**config.mk**
```make
export PLATFORM = sky130hd
export DESIGN_NAME = pipe_ctrl
export DESIGN_NICKNAME = d
export VERILOG_FILES = /design/src/rtl/pipe_ctrl_pkg.sv /design/src/rtl/pipe_ctrl_wdog.sv /design/src/rtl/pipe_ctrl.sv
export SDC_FILE = /design/constraint.sdc
export NUM_CORES = 1
export LEC_CHECK = 0
export ABC_CLOCK_PERIOD_IN_PS = 2000
export CORE_ASPECT_RATIO = 1.75
export CORE_MARGIN = 5
export CORE_UTILIZATION = 31
export CTS_BUF_LIST = sky130_fd_sc_hd__clkbuf_8
export CTS_CLUSTER_DIAMETER = 200
export DETAILED_ROUTE_END_ITERATION = 6
export PLACE_DENSITY = 0.77
export SLEW_MARGIN = 20
export SYNTH_ARGS = -nofsm -noshare
export SYNTH_HDL_FRONTEND = slang
export SYNTH_SLANG_ARGS = --single-unit
```
**constraint.sdc**
```tcl
create_clock -name clk -period 2 [get_ports clk]
set_input_delay 0.4 -clock clk [delete_from_list [all_inputs] [get_ports clk]]
set_output_delay 0.4 -clock clk [all_outputs]
set_load 0.05 [all_outputs]
```
**src/rtl/pipe_ctrl_pkg.sv**
```systemverilog
// Shared constants, enums and the stall-priority decoder for the pipeline controller.
package pipe_ctrl_pkg;

  localparam logic Stop   = 1'b1;
  localparam logic NoStop = 1'b0;

  // Stall vectors: bit0 PC, 1 IF, 2 ID, 3 EX, 4 MEM, 5 WB.
  localparam logic [5:0] STALL_NONE     = 6'b000000;
  localparam logic [5:0] STALL_FROM_IF  = 6'b000011;
  localparam logic [5:0] STALL_FROM_ID  = 6'b000111;
  localparam logic [5:0] STALL_FROM_EX  = 6'b001111;
  localparam logic [5:0] STALL_FROM_MEM = 6'b011111;

  localparam logic [31:0] EXC_VECTOR_DEF = 32'h0000_0020;
  localparam logic [31:0] ERET_CODE_DEF  = 32'h0000_000e;

  typedef enum logic [2:0] {
    CAUSE_NONE = 3'd0,
    CAUSE_IF   = 3'd1,
    CAUSE_ID   = 3'd2,
    CAUSE_EX   = 3'd3,
    CAUSE_MEM  = 3'd4
  } cause_e;

  typedef enum logic [1:0] {
    ST_RUN   = 2'd0,
    ST_STALL = 2'd1,
    ST_FLUSH = 2'd2
  } state_e;

  typedef struct packed {
    logic [5:0] stall;
    cause_e     cause;
  } stall_dec_t;

  // An exception suppresses every stall: the flush already clears the pipe.
  function automatic stall_dec_t decode_stall(input logic exc, input logic req_mem,
                                              input logic req_ex, input logic req_id,
                                              input logic req_if);
    stall_dec_t d;
    d.stall = STALL_NONE;
    d.cause = CAUSE_NONE;
    if (exc) begin
      d.stall = STALL_NONE;
      d.cause = CAUSE_NONE;
    end else if (req_mem) begin
      d.stall = STALL_FROM_MEM;
      d.cause = CAUSE_MEM;
    end else if (req_ex) begin
      d.stall = STALL_FROM_EX;
      d.cause = CAUSE_EX;
    end else if (req_id) begin
      d.stall = STALL_FROM_ID;
      d.cause = CAUSE_ID;
    end else if (req_if) begin
      d.stall = STALL_FROM_IF;
      d.cause = CAUSE_IF;
    end
    return d;
  endfunction

endpackage

```
**src/rtl/pipe_ctrl_wdog.sv**
```systemverilog
// Consecutive-stall watchdog: saturating counter plus a sticky timeout flag.
module pipe_ctrl_wdog
  import pipe_ctrl_pkg::*;
#(
  parameter logic [15:0] MAX = 16'd64
) (
  input  logic clk,
  input  logic rst,
  input  logic inc_i,
  input  logic clr_i,
  input  logic wd_clr_i,
  output logic wd_timeout_o
);

  logic [15:0] cnt_q, cnt_d;
  logic        to_q, to_d;
  logic        hit;

  always_comb begin
    cnt_d = cnt_q;
    if (clr_i || !inc_i)  cnt_d = '0;
    else if (cnt_q != MAX) cnt_d = cnt_q + 16'd1;
    hit = (cnt_d == MAX);
    // A fresh timeout beats a simultaneous clear.
    to_d = to_q;
    if (hit)           to_d = 1'b1;
    else if (wd_clr_i) to_d = 1'b0;
  end

  always_ff @(posedge clk) begin
    if (rst) begin
      cnt_q <= '0;
      to_q  <= 1'b0;
    end else begin
      cnt_q <= cnt_d;
      to_q  <= to_d;
    end
  end

  assign wd_timeout_o = to_q;

endmodule

```
**src/rtl/pipe_ctrl.sv**
```systemverilog
// Pipeline controller: stall vector, exception flush/redirect, stall FSM, cause and watchdog.
// Define PIPE_CTRL_PERF_EN to add saturating stall-cycle and flush performance counters.
module pipe_ctrl
  import pipe_ctrl_pkg::*;
#(
  parameter int          MAX_STALL  = 64,
  parameter logic [31:0] EXC_VECTOR = EXC_VECTOR_DEF,
  parameter logic [31:0] ERET_CODE  = ERET_CODE_DEF
) (
  input  logic        clk,
  input  logic        rst,
  input  logic        stallreq_if,
  input  logic        stallreq_id,
  input  logic        stallreq_ex,
  input  logic        stallreq_mem,
  input  logic        except_valid,
  input  logic [31:0] except_type,
  input  logic [31:0] cp0_epc,
  output logic [5:0]  stall,
  output logic        flush,
  output logic [31:0] new_pc,
  output logic [2:0]  stall_cause,
  output logic        wd_timeout,
  input  logic        wd_clr
`ifdef PIPE_CTRL_PERF_EN
  ,
  input  logic        perf_clr,
  output logic [31:0] perf_stall_cycles,
  output logic [15:0] perf_flushes
`endif
);

  localparam logic [15:0] MAX16 = 16'(MAX_STALL);

  stall_dec_t dec;
  state_e     state_q, state_d;
  cause_e     cause_q, cause_d;
  logic       stalling;

  always_comb begin
    dec      = decode_stall(except_valid, stallreq_mem, stallreq_ex, stallreq_id, stallreq_if);
    stalling = (dec.stall != STALL_NONE);
    stall    = dec.stall;
    flush    = except_valid;
    new_pc   = '0;
    if (except_valid) new_pc = (except_type == ERET_CODE) ? cp0_epc : EXC_VECTOR;
    cause_d  = dec.cause;
  end

  // Flush dominates from every state; FLUSH lasts one cycle unless re-flushed.
  always_comb begin
    state_d = state_q;
    case (state_q)
      ST_RUN:   if (flush) state_d = ST_FLUSH; else if (stalling) state_d = ST_STALL;
      ST_STALL: if (flush) state_d = ST_FLUSH; else if (!stalling) state_d = ST_RUN;
      ST_FLUSH: if (flush) state_d = ST_FLUSH; else state_d = ST_RUN;
      default:  state_d = ST_RUN;
    endcase
  end

  always_ff @(posedge clk) begin
    if (rst) begin
      state_q <= ST_RUN;
      cause_q <= CAUSE_NONE;
    end else begin
      state_q <= state_d;
      cause_q <= cause_d;
    end
  end

  assign stall_cause = cause_q;

  pipe_ctrl_wdog #(.MAX(MAX16)) u_wdog (
    .clk          (clk),
    .rst          (rst),
    .inc_i        (stalling),
    .clr_i        (flush),
    .wd_clr_i     (wd_clr),
    .wd_timeout_o (wd_timeout)
  );

`ifdef PIPE_CTRL_PERF_EN
  logic [31:0] pstall_q, pstall_d;
  logic [15:0] pflush_q, pflush_d;

  always_comb begin
    pstall_d = pstall_q;
    pflush_d = pflush_q;
    if (perf_clr) begin
      pstall_d = '0;
      pflush_d = '0;
    end else begin
      if (stalling && (pstall_q != '1)) pstall_d = pstall_q + 32'd1;
      if (flush && (pflush_q != '1))    pflush_d = pflush_q + 16'd1;
    end
  end

  always_ff @(posedge clk) begin
    if (rst) begin
      pstall_q <= '0;
      pflush_q <= '0;
    end else begin
      pstall_q <= pstall_d;
      pflush_q <= pflush_d;
    end
  end

  assign perf_stall_cycles = pstall_q;
  assign perf_flushes      = pflush_q;
`endif

endmodule

```
---- Word-level counts from Yosys, hierarchy flattened ----
Cells that the tools add are included.
storage, ports and cells
  flip-flop bits (word level) ............. 20
  input port bits ......................... 72
  output and inout port bits .............. 43
  word-level logic and storage cells ...... 25
operators by class
  add/sub/neg operators ................... 1
  equal/unequal tests ..................... 3
  mux-type cells .......................... 11
  reductions and logical operators ........ 6
operator list
  cell                                             number
  two-way mux 32 bit                               2
  == test 32 x 4 -> 1 bit (second input constant)  1
  two-way mux 16 bit                               2
  adder 16 x 1 -> 16 bit (second input constant)   1
  == test 16 x 7 -> 1 bit (second input constant)  1
  two-way mux 8 bit                                2
  != test 16 x 7 -> 1 bit (second input constant)  1
  two-way mux 7 bit                                1
  two-way mux 6 bit                                1
  nonzero test 6 bit                               1
  two-way mux 5 bit                                1
  OR reduction 3 bit                               1
  two-way mux 1 bit                                2
  nonzero test 2 bit                               1
  OR reduction 2 bit                               1
  zero test 1 bit                                  1
  logical OR 1 bit                                 1

---- Depth between registers and ports, before layout ----
Gate-level depths: netlist of the first run.
  depth after elaboration ................. 11
  depth in mapped cells ................... 8
  depth with buffers taken out ............ 8

---- By module ----
From an unflattened synthesis of the first run, not the netlist that was laid out.
second synthesis, totals
  cell total of the unflattened synthesis .. 233
  area, all modules ....................... 1,983.2 um2
by module, submodules not included
  module          times used  cells an instance  area an instance (um2)  seq. area each (um2)
  pipe_ctrl_wdog  1           128                1,111.1                 340.3
  pipe_ctrl       1           105                872.1                   60.1

---- Worst setup path after synthesis of the first run ----
Ideal clock, no wire load.
  path type ............................... in2out
  start point ............................. input port except_type[5]
  end point ............................... output port new_pc[0]
  arrival ................................. 1,695 ps
  data required time ...................... 1,600 ps
  setup slack ............................. -95 ps
  cell stages on the path ................. 5
  path buffers ............................ 1
  path through ............................ nor4b_1 -> nand4_1 -> nor2_1 -> clkbuf_1 -> and3_1
between the ends
  cells in the longest elaborated chain, start to end .. 3
RTL lines
  item                              line             RTL
  from (decl)                       pipe_ctrl.sv:17  input logic [31:0] except_type,
  == test 32 x 4 -> 1 bit           pipe_ctrl.sv:46  if (except_valid) new_pc = (except_type == ERET_CODE) ? cp0_epc : EXC_VECTOR;
  two-way mux 32 bit (2 in series)  pipe_ctrl.sv:46
  to (decl)                         pipe_ctrl.sv:21  output logic [31:0] new_pc,
No other way between the ends.

---- Worst setup path after layout of the first run ----
  start point ............................. input port except_type[29]
  end point ............................... output port new_pc[27]
Same word-level chain as after synthesis.

==> reports/metrics.cfg, run 1 <==
[yosys]
ys_top_cells_by_area=sky130_fd_sc_hd__dfxtp_1 28%, sky130_fd_sc_hd__and3_1 14%, sky130_fd_sc_hd__nor2_1 6.5%
ys_seq_area_share_pct=27.5
post_synth_inst_count=185
async_reset_ff_share_pct=0
postSynth.topFlopCell=sky130_fd_sc_hd__dfxtp_1
synth_enable_flop_cells=0
synth_area_leader_cell=sky130_fd_sc_hd__dfxtp_1
netlist-cell-type-count=43
post_synth.cell_area_avg_um2=7.86
syn_nets=259
synthesis.yosys.warnings=0
synth_top_area_share_pct=27.5
yosys_register_bits=20
synthesized_cell_area_um2=1450

[die]
initial_utilization_pct=31.4
die_w_um=61.8
total_die_area_um2=6210
design.core.area_um2=4620
num_rows=33
design.portCount=115
die_height_um=101

[critical_path]
crit_path_start_kind=input port
timing.critical_path.to_type=output port
critPathSlowestCell=sky130_fd_sc_hd__nand4_1
critical_path_arrival_ps=1850
timing.critical_path.required_ps=1600
crit_type=in -> out
worst_path_fanout_max=8
critPathMostFrequentCell=sky130_fd_sc_hd__buf_12
cp_top_family=simple AND/OR/NAND/NOR gates
worstPathCellList=clkdlybuf4s15_1, nor4_4, nand4_1, nor2_4, buf_12, buf_16, and3_4, buf_12
path_buf_inv=4
worst_path_largest_cell_delay_ps=230

[sta]
fin_crit_sh_pct=112
rsz0062_at_grt=yes
final_hold_viol_count=0
timing.final.ws_setup_ps=-249
relative_slew_slack_pct=63.7
max_clock_freq_mhz=445
tightest_slew_ps=543
finalCriticalPeriod_ps=2250
setup_viol=32
report.final.slew_viol_count=0
final_skew_ps=3.98

[routing]
dr_wl_met2_um=4440
drt_pass_1_iters=4
vias=2099
dr_wl_met3_um=1180
antenna_left=0
maxUsedRoutingLayer=met4
route.detailed.vias_per_inst=5.60
drt_first_iter_violations=73
drcViolationCount=0
detail_route.wirelength_um=8600
met1Wirelength_um=2790
wl_per_cell_um=22.9

[clocking]
cts_made_buffers=3
cts-htree-levels=1
clk_transition_reported_paths_ps=80
clock_latency_on_the_worst_skew_pair_ps=270
cts_max_path_buffers=2
clock_sinks=20
master_cell_of_the_clock_root_buffer=sky130_fd_sc_hd__clkbuf_8
cts-hold-fix-buffers=0
tritoncts_clock_tree=yes

[grt]
globalRouteTotalUtil_pct=26.1
grt_start_max_net_pins=26
grt_pass1_vias=2140
global_route.overflow_total=0
grt_antenna_before_repair=0
grt_pass1_wl_um=11800

[pwr]
total_leakage_power_uw=0.00146
worst_ir_drop_vdd_mv=0.367
powerDensity_nw_per_um2=313
clkPwrFrac_pct=36.0
power.net_switching_uw=308
p_seq_share_pct=34.9
pwr-share-comb_pct=29.1
sw_frac_of_total_pct=26.5
internal_power_uw=854

[placed_design]
postPlaceCellArea_um2=3220
gpl.final_weighted_congestion=0.959
hpwlAfterDp_um=5720
preCtsSetupSlack_ps=-497
io_buffer_count=113

[cells_and_area]
stdcell_area_um2=3710
top_library_cells_by_usage_in_the_layout_fill_and_taps_aside=42 x sky130_fd_sc_hd__buf_12, 41 x sky130_fd_sc_hd__clkdlybuf4s50_1, 31 x sky130_fd_sc_hd__and3_4
final_common_cell=sky130_fd_sc_hd__buf_12
drive_gt1_share_pct=52.6
final_net_count=398
insertedDiodeCount=0
flow.area_growth_from_synthesis_pct=155

[flow_run]
maxCapViolations=0

[min_path]
timing.hold.worst.class=reg -> reg

[outcome]
failed_checks=negative setup slack
outcome=finished with violations

per-layer routing:
layer	vias to the layer above	GRT usage [%]
li1	944	-
met2	167	44.6
met1	971	31.2
met3	17	7.56
met4	0	6.21
met5	-	0
synth_stat cells (2+ instances only):
cell type and number:
sky130_fd_sc_hd__clkbuf_1 11, sky130_fd_sc_hd__nand4_1 4, sky130_fd_sc_hd__mux2i_1 2, sky130_fd_sc_hd__dfxtp_1 20, sky130_fd_sc_hd__buf_4 3, sky130_fd_sc_hd__nand4_2 2
sky130_fd_sc_hd__ha_1 2, sky130_fd_sc_hd__nor2_1 25, sky130_fd_sc_hd__or3_1 2, sky130_fd_sc_hd__nor3_1 5, sky130_fd_sc_hd__nor4_1 14, sky130_fd_sc_hd__nand3_1 6
sky130_fd_sc_hd__and3_1 32, sky130_fd_sc_hd__nor2b_1 2, sky130_fd_sc_hd__xor2_1 5, sky130_fd_sc_hd__xnor2_1 10, sky130_fd_sc_hd__inv_1 5, sky130_fd_sc_hd__a21oi_1 3
sky130_fd_sc_hd__nand2_1 7, sky130_fd_sc_hd__nor4b_1 2
final cells by class:
class,count,area [um2]
well taps,52,65.1
clock buffers,3,41.3
fillers,254,915
inverters,5,18.8
clock inverters,1,30.0
multi-input cells,145,1290
repair buffers,149,1850
flip-flops and latches,20,407
worst register-to-register path, delay by kind of cell (launching register included):
family           cells  cell delay [ps]
AND/OR/NAND/NOR      3              780
AO/OA/AOI/OAI        2              480
flip-flops           1              380
multiplexers         1              260
per-stage QoR:
stage	power (uW)	TNS [ps]	util, %	hold slack, ps	std cells
CTS	1140	-5200	76.9	462	373
floorplan	500	0	-	476	185
finish	1160	-7530	80.2	459	375
global placement	711	-14200	69.7	433	363
detailed placement	715	-15560	69.7	441	363
global route	1200	-9790	80.2	482	375
kinds of logic (layout without fill, tap and decap cells):
logic type | Yosys count | count (layout) | synth area share, %
simple gates | 113 | 113 | 47.2
flops | 20 | 20 | 27.5
buf+inv | 20 | 158 | 6.02
xor+xnor | 15 | 15 | 9.04
compound gates | 11 | 11 | 6.11
mux | 3 | 3 | 2.15
fa+ha+maj | 2 | 2 | 1.72
other cells | 1 | 1 | 0.258
final timing paths:
check                                        start                               end  slack [ps]  cells past startpoint
setup / recovery                   except_type[29]                        new_pc[27]        -250                      8
hold / removal    u_wdog.wd_timeout_o$_SDFFE_PP0P_  u_wdog.wd_timeout_o$_SDFFE_PP0P_         460                      1
setup reg to reg        u_wdog.cnt_q[1]$_SDFF_PP0_  u_wdog.wd_timeout_o$_SDFFE_PP0P_          60                      6
hold reg to reg   u_wdog.wd_timeout_o$_SDFFE_PP0P_  u_wdog.wd_timeout_o$_SDFFE_PP0P_         460                      1
timing repair:
action                     in CTS  in global routing
gates cloned                    3                  0
gates resized for setup       153                 32
setup buffers                   3                  3
pin swaps                      17                 16
setup endpoints to repair      35                 36
power by group through the flow:
stage / Sequential [uW] / Combinational (uW) / Clock (uW)
after floorplan: 423 / 77.2 / 0
after global placement: 415 / 296 / 0
after detailed placement: 415 / 300 / 0
after CTS: 406 / 311 / 424
after global routing: 407 / 349 / 440
final: 406 / 338 / 418
flip-flops by register name (all words and copies together) (netlist names):
register / count
u_wdog.cnt_q: 16
stall_cause: 3
u_wdog.wd_timeout_o: 1
(Power assumes the default switching activity.)
==> run 2, diff against run 1 <==
--- a/config.mk
+++ b/config.mk
@@ -7,11 +7,11 @@
 export LEC_CHECK = 0
 export ABC_CLOCK_PERIOD_IN_PS = 2000
 export CORE_ASPECT_RATIO = 1.75
-export CORE_MARGIN = 5
 export CORE_UTILIZATION = 31
 export CTS_BUF_LIST = sky130_fd_sc_hd__clkbuf_8
 export CTS_CLUSTER_DIAMETER = 200
 export DETAILED_ROUTE_END_ITERATION = 6
+export GPL_ROUTABILITY_DRIVEN = 0
 export PLACE_DENSITY = 0.77
 export SLEW_MARGIN = 20
 export SYNTH_ARGS = -nofsm -noshare
==> reports/metrics.cfg, run 2 (same netlist as run 1, synthesis figures left out) <==
[placed_design]
post-place-cells=366
preCtsSetupSlack_ps=-500
hpwlAfterDp_um=5410
io_buffer_count=113

[routing]
vias=2039
route.detailed.vias_per_inst=5.44
detail_route.wirelength_um=7480
drcViolationCount=0
drt_pass_1_iters=4
wl_per_cell_um=20.0
antenna_left=0
drt_first_iter_violations=63

[sta]
final_skew_ps=3.72
rsz0062_at_grt=yes
tightest_slew_ps=592
report.final.slew_viol_count=0
final_hold_viol_count=0
relative_slew_slack_pct=60.4
max_clock_freq_mhz=451
timing.final.ws_setup_ps=-219
setup_viol=32
finalCriticalPeriod_ps=2220
fin_crit_sh_pct=111

[clocking]
cts_made_buffers=3
cts-hold-fix-buffers=0
clock_sinks=20
clk_transition_reported_paths_ps=70
cts_max_path_buffers=2
cts-htree-levels=1
tritoncts_clock_tree=yes
master_cell_of_the_clock_root_buffer=sky130_fd_sc_hd__clkbuf_8
clock_latency_on_the_worst_skew_pair_ps=260

[die]
design.core.area_um2=4440
num_rows=32
die_w_um=53.8
die_height_um=92.6
initial_utilization_pct=32.7
total_die_area_um2=4980
design.portCount=115

[grt]
global_route.overflow_total=0
grt_pass1_wl_um=10400
grt_pass1_vias=2075
globalRouteTotalUtil_pct=29.2
grt_start_max_net_pins=26
grt_antenna_before_repair=0

[critical_path]
crit_type=in -> out
timing.rr.end=u_wdog.wd_timeout_o$_SDFFE_PP0P_
timing.critical_path.to_type=output port
timing.critical_path.required_ps=1600
crit_path_end=new_pc[15]
worst_path_fanout_max=7
crit_start=except_type[10]
timing.rr.start=u_wdog.cnt_q[5]$_SDFF_PP0_
timing.reg2reg.setup_slack_ps=20
crit_path_start_kind=input port
r2r.worst_path.cells=7
critical_path_arrival_ps=1820

[outcome]
outcome=finished with violations
failed_checks=negative setup slack

[cells_and_area]
drive_gt1_share_pct=52.8
top_library_cells_by_usage_in_the_layout_fill_and_taps_aside=39 x sky130_fd_sc_hd__clkdlybuf4s50_1, 38 x sky130_fd_sc_hd__buf_12, 31 x sky130_fd_sc_hd__buf_4
insertedDiodeCount=0
multi_input_area_um2=1290
final_common_cell=sky130_fd_sc_hd__clkdlybuf4s50_1
final.fill_count=253
flip_flop_count_of_the_largest_register_all_copies_and_words_added=16
sequential_cell_area_um2=415
post_layout_nonfiller_instances=375
final_net_count=400
largest_register=u_wdog.cnt_q
flow.area_growth_from_synthesis_pct=149

[min_path]
timing.hold.worst.class=reg -> reg

[pwr]
worst_ir_drop_vdd_mv=0.308
powerDensity_nw_per_um2=275
total_leakage_power_uw=0.00145

[flow_run]
maxCapViolations=0

==> run 2: cell count changes in the layout (fill, tap and decap cells not counted), sizes merged <==
cell           change
clkdlybuf4s15      +3
clkdlybuf4s50      -2
bufinv             -1
buf                -1
dlymetal6s2s       +1
clkbuf             +1
==> run 2: how the worst min path moves through the flow <==
stage / start / endpoint / slack [ps] / depth (start not counted)
after detailed placement: u_wdog.wd_timeout_o$_SDFFE_PP0P_ / u_wdog.wd_timeout_o$_SDFFE_PP0P_ / 450 / 1
final: u_wdog.wd_timeout_o$_SDFFE_PP0P_ / u_wdog.wd_timeout_o$_SDFFE_PP0P_ / 470 / 1
after global routing: u_wdog.wd_timeout_o$_SDFFE_PP0P_ / u_wdog.wd_timeout_o$_SDFFE_PP0P_ / 510 / 1
after floorplan: rst / stall_cause[2]$_SDFF_PP0_ / 480 / 1
after CTS: u_wdog.wd_timeout_o$_SDFFE_PP0P_ / u_wdog.wd_timeout_o$_SDFFE_PP0P_ / 470 / 1
after global placement: u_wdog.wd_timeout_o$_SDFFE_PP0P_ / u_wdog.wd_timeout_o$_SDFFE_PP0P_ / 440 / 1
==> run 2: what timing repair did <==
action / CTS / global route
setup buffers: 0 / 3
gates cloned: 3 / 0
setup endpoints to repair: 35 / 36
gates resized for setup: 140 / 43
pin swaps: 34 / 17
==> run 2: cell type report <==
| cell class | instances | area share [%] |
|---|---|---|
| clock buffer | 3 | 1.14 |
| inverter | 5 | 0.658 |
| multi-input combinational | 145 | 35.8 |
| sequential | 20 | 11.5 |
| tap | 51 | 1.77 |
| timing repair buffer | 151 | 49.1 |
==> run 2: metrics by stage <==
stage / util (%) / instance area [um2] / power, uW / setup TNS (ps) / hold WS [ps]
floorplan: - / 1490 / 500 / 0 / 476
global placement: 72.9 / 3240 / 708 / -15320 / 438
detailed placement: 72.9 / 3240 / 710 / -15970 / 455
CTS: 78.1 / 3470 / 971 / -5150 / 473
global route: 81.3 / 3610 / 1020 / -8220 / 510
finish: 81.3 / 3610 / 994 / -6260 / 473
==> run 2: where the power goes <==
group | switching [uW] | leakage, uW | internal, uW
logic | 141 | 0.00126 | 181
clock network | 131 | 0.0000216 | 134
registers | 5.99 | 0.000166 | 401
total | 278 | 0.00145 | 716
==> run 2: worst max-delay path, stage by stage <==
cell	delay, ps
sky130_fd_sc_hd__buf_6	100
sky130_fd_sc_hd__nor4_4	290
sky130_fd_sc_hd__nand4_1	220
sky130_fd_sc_hd__nor2_4	290
sky130_fd_sc_hd__buf_6	180
sky130_fd_sc_hd__and3_4	210
sky130_fd_sc_hd__buf_12	130
==> run 2: routing by layer <==
layer  GRT usage [%]  up-vias  part of all wire (%)
met3            9.36       21                    12
met2            51.2      129                    50
li1                -      950                     -
met5               0        -                     0
met4            11.8        0                   3.0
met1            30.1      939                    35
